`src/rtl/down_counter_74x191_pkg.sv`:
```
// Shared constants and the count vector type for the 74x191-style down counter.
package down_counter_74x191_pkg;

  localparam int CNT_W = 4;

  typedef logic [CNT_W-1:0] cnt_t;

  localparam cnt_t CNT_ZERO = 4'b0000;
  localparam cnt_t CNT_MAX  = 4'b1111;

endpackage : down_counter_74x191_pkg

```
`src/rtl/down_counter_cell.sv`:
```
// 4-bit count register with synchronous load, decrement and underflow detect.
// On underflow it wraps to all-ones or takes the supplied reload value.
module down_counter_cell
  import down_counter_74x191_pkg::*;
#(
  parameter bit AUTO_RELOAD = 1'b0
) (
  input  logic clk,
  input  logic clr,
  input  logic load,
  input  logic en,
  input  cnt_t load_val,
  input  cnt_t reload_val,
  output cnt_t count,
  output logic underflow
);

  // An enabled step from zero is an underflow unless a load overrides it.
  assign underflow = ~load & en & (count == CNT_ZERO);

  // Count register: clear > load > underflow wrap/reload > decrement > hold.
  always_ff @(posedge clk or posedge clr) begin
    // NOTE: sequential state uses non-blocking assignments so every flop samples pre-edge values.
    if (clr) begin
      count <= CNT_ZERO;
    end else if (load) begin
      count <= load_val;
    end else if (underflow) begin
      count <= AUTO_RELOAD ? reload_val : CNT_MAX;
    end else if (en) begin
      count <= count - cnt_t'(1);
    end
  end

endmodule : down_counter_cell

```
`src/rtl/down_counter_74x191.sv`:
```
// 74x191-style 4-bit down counter with optional auto-reload divider mode,
// registered terminal-count pulse and combinational ripple borrow out.
module down_counter_74x191
  import down_counter_74x191_pkg::*;
#(
  parameter bit   AUTO_RELOAD = 1'b0,
  parameter cnt_t RELOAD_INIT = 4'b1111
) (
  input  logic clk,
  input  logic clr,
  input  logic ld_bar,
  input  logic ent,
  input  logic enp,
  input  logic a,
  input  logic b,
  input  logic c,
  input  logic d,
  output logic qa,
  output logic qb,
  output logic qc,
  output logic qd,
  output logic rbo,
  output logic tc
);

  cnt_t load_val;
  cnt_t reload_q;
  cnt_t count;
  logic load;
  logic count_enable;
  logic underflow;

  assign load_val     = {d, c, b, a};
  assign load         = ~ld_bar;
  assign count_enable = ent & enp;

  down_counter_cell #(
    .AUTO_RELOAD(AUTO_RELOAD)
  ) u_cell (
    .clk       (clk),
    .clr       (clr),
    .load      (load),
    .en        (count_enable),
    .load_val  (load_val),
    .reload_val(reload_q),
    .count     (count),
    .underflow (underflow)
  );

  // Reload register: captures every parallel load, otherwise holds.
  always_ff @(posedge clk or posedge clr) begin
    if (clr) begin
      reload_q <= RELOAD_INIT;
    end else if (load) begin
      reload_q <= load_val;
    end
  end

  // Terminal count: one-cycle pulse registered from the underflow step.
  always_ff @(posedge clk or posedge clr) begin
    if (clr) begin
      tc <= 1'b0;
    end else begin
      tc <= underflow;
    end
  end

  // Ripple borrow is gated by ent only so stages can be cascaded.
  assign rbo = ent & (count == CNT_ZERO);

  assign {qd, qc, qb, qa} = count;

endmodule : down_counter_74x191

```
`config.mk`:
```
export PLATFORM = sky130hd
export DESIGN_NAME = down_counter_74x191
export DESIGN_NICKNAME = d
export VERILOG_FILES = /design/src/rtl/down_counter_74x191_pkg.sv /design/src/rtl/down_counter_cell.sv /design/src/rtl/down_counter_74x191.sv
export SDC_FILE = /design/constraint.sdc
export NUM_CORES = 1
export LEC_CHECK = 0
export CAP_MARGIN = 20
export CORE_AREA = 10 10 47 49
export DETAILED_ROUTE_END_ITERATION = 12
export DIE_AREA = 0 0 57 59
export PLACE_DENSITY_LB_ADDON = 0.12
export SLEW_MARGIN = 40
export SYNTH_ARGS = -nofsm -noshare
export SYNTH_HDL_FRONTEND = slang
export SYNTH_HIERARCHICAL = 1
export SYNTH_SLANG_ARGS = --single-unit
```
`constraint.sdc`:
```
create_clock -name clk -period 1 [get_ports clk]
set_input_delay 0.2 -clock clk [delete_from_list [all_inputs] [get_ports clk]]
set_output_delay 0.2 -clock clk [all_outputs]
set_load 0.005 [all_outputs]
```
==> summary.txt <==
Timing
  • Worst slew pin tran: 252 ps
  • Tmin final: 1340 ps
  • Rel. slew slack: 83.2%
  • Max Freq: 0.745 GHz
  • Worst Skew: 3.05 ps
  • Setup ws final: -342 ps
  • Setup violators final: 10
  • RSZ-0062 raised after global routing: yes
  • Slew Limit Fails: 0
  • Tcrit/Tclk final: 134%
  • Final-report hold violation count: 0

Setup path
  • Critical path capture point type: primary output
  • Slowest cell delay on critical path: 400 ps
  • Crit path arrival time: 1140 ps
  • Worst EP required: 800 ps
  • Maximum fanout along the worst path: 2
  • Critical Path, Cell by Cell: nor4_2 -> and2_1 -> buf_2
  • Crit-path leading delay family: flip-flops
  • Number of buffers and inverters on the critical path: 1
  • Worst path slowest cell: dfrtp_1
  • Critical Path Start Type: flop
  • Crit Path Class: reg2out

Cells and area
  • Fin util: 44.1%
  • Ant. Diodes: 0
  • Leading cell type in the layout, fill and taps excluded: buf_6
  • Fill cells: 144
  • Syn-to-layout area delta: 96.0%
  • Layout cells sized above 1: 50.8%
  • Nets@finish: 72
  • Most frequent cells in the layout: 9 x buf_6, 7 x clkdlybuf4s50_1, 5 x buf_4, 5 x dfrtp_1, 4 x inv_1
  • Storage element area: 125 sq um
  • Multi-input combinational cell area: 191 sq um

Status
  • Status: complete, but fails checks
  • Failing checks: setup timing

Pwr
  • Clock share of power: 29.7%
  • Power Total: 0.000784 W
  • Peak supply drop: 0.777 mV
  • P_int: 0.000562 W
  • Comb pwr share: 39.4%
  • Net Switching: 0.000222 W
  • Part of the power in registers: 30.9%
  • Leak: 0.298 nW
  • Cell area power density: 1270 mW/mm^2
  • Switching fraction of total power: 28.3%

Clocking
  • Num CTS Buffers: 3
  • Root buffer cell: clkbuf_4
  • Clock buffer depth: 2
  • Clock transition at the registers of the reported paths: 40 ps
  • Clk_lat worst skew: 240 ps
  • CTS tree: done
  • H-tree Lvls: 1
  • Clock tree sinks: 5

Drt
  • Detailed Routing Iterations Pass 1: 2
  • Residual DRC: 0
  • Drt via density: 4.16
  • DR iter-0 viols: 6
  • Final wirelength: 961 microns
  • Final antenna-violating net count: 0
  • DR WL/cell: 12.5 microns
  • Vias: 320

Die
  • Die height: 59 microns
  • Initial Utilization: 22.5%
  • I/O Pins: 15
  • Die area: 0.00336 sq mm
  • Row count: 14
  • DIE WIDTH: 57 microns
  • CORE AREA: 0.00140 sq mm

Synth
  • Syn. warnings: 6
  • Mapped Area: 315 sq um
  • Synth Instances: 34
  • Syn_nets: 44
  • Mapped Avg Cell Area: 9.27 sq um

Placed design
  • IO buf count: 14
  • Gpl congestion: 0.720
  • Post-DP HPWL: 788 microns

Job
  • Number of max-cap violations: 0

GRT
  • Largest net degree at the start of global routing: 5
  • GRT Residual Overflow: 0
  • First-pass GRT wire length: 1.55 mm
  • Vias in the first global route: 342
  • Antenna violations before repair: 0
  • Total GRT Usage: 6.30%

Min path
  • Worst Hold Class: in2async
## power groups by stage
stage | logic [W] | registers (W) | clock network, W
floorplan | 0.0000953 | 0.000255 | 0
global placement | 0.000253 | 0.000237 | 0
detailed placement | 0.000257 | 0.000238 | 0
CTS | 0.000304 | 0.000237 | 0.000245
global route | 0.000340 | 0.000244 | 0.000277
finish | 0.000309 | 0.000242 | 0.000233
## flip-flops by register name, indices dropped and copies added (netlist names)
name and flops:
tc 1, u_cell/count 4
## timing repair
action	4_1_cts	5_1_grt
pin swaps	5	6
setup buffers	2	2
endpoints found under the setup margin	10	10
gates resized for setup	36	7
hold buffers	0	0
## worst register-to-register path, cell delays in order, from the launching register on
cell and delay (ps):
dfrtp_1 380, buf_4 140, buf_6 120, nor2b_4 120, o21ai_2 70, a221oi_2 280
## per-layer routing
layer	global-route usage (%)	wire length [microns]	vias to the layer above
li1	-	-	167
met1	6.39	405	136
met2	8.84	407	17
met3	6.87	148	0
met4	1.01	0	0
met5	0	0	-
## metrics by stage
stage               setup TNS (ps)  hold WS (ps)  setup WS [ps]  instance area, sq um  cells
finish                       -1270           127           -342                   618     77
global placement             -2810           395           -501                   542     71
detailed placement           -2870           382           -494                   542     71
floorplan                    -16.3         -71.3          -4.27                   333     34
global route                 -1770           129           -404                   618     77
CTS                          -1700           121           -361                   599     77
## path summary, 6_finish.rpt
check                                start         endpoint  slack [ps]  cells past startpoint
min                                    clr               tc         130                      2
min in group clk                         b  u_cell/count[1]         510                      3
max in group asynchronous              clr  u_cell/count[2]         660                      2
min reg2reg                u_cell/count[3]               tc         740                      3
max                        u_cell/count[0]              rbo        -340                      3
max reg2reg                u_cell/count[2]  u_cell/count[3]        -220                      5
## layout make-up
cell class              count  area share (%)
multi-input cells          22            31.0
flip-flops and latches      5            20.2
clock buffers               4            4.25
repair buffers             24            36.8
inverters                   6            4.45
well taps                  16            3.24
(Power assumes the default switching activity.)
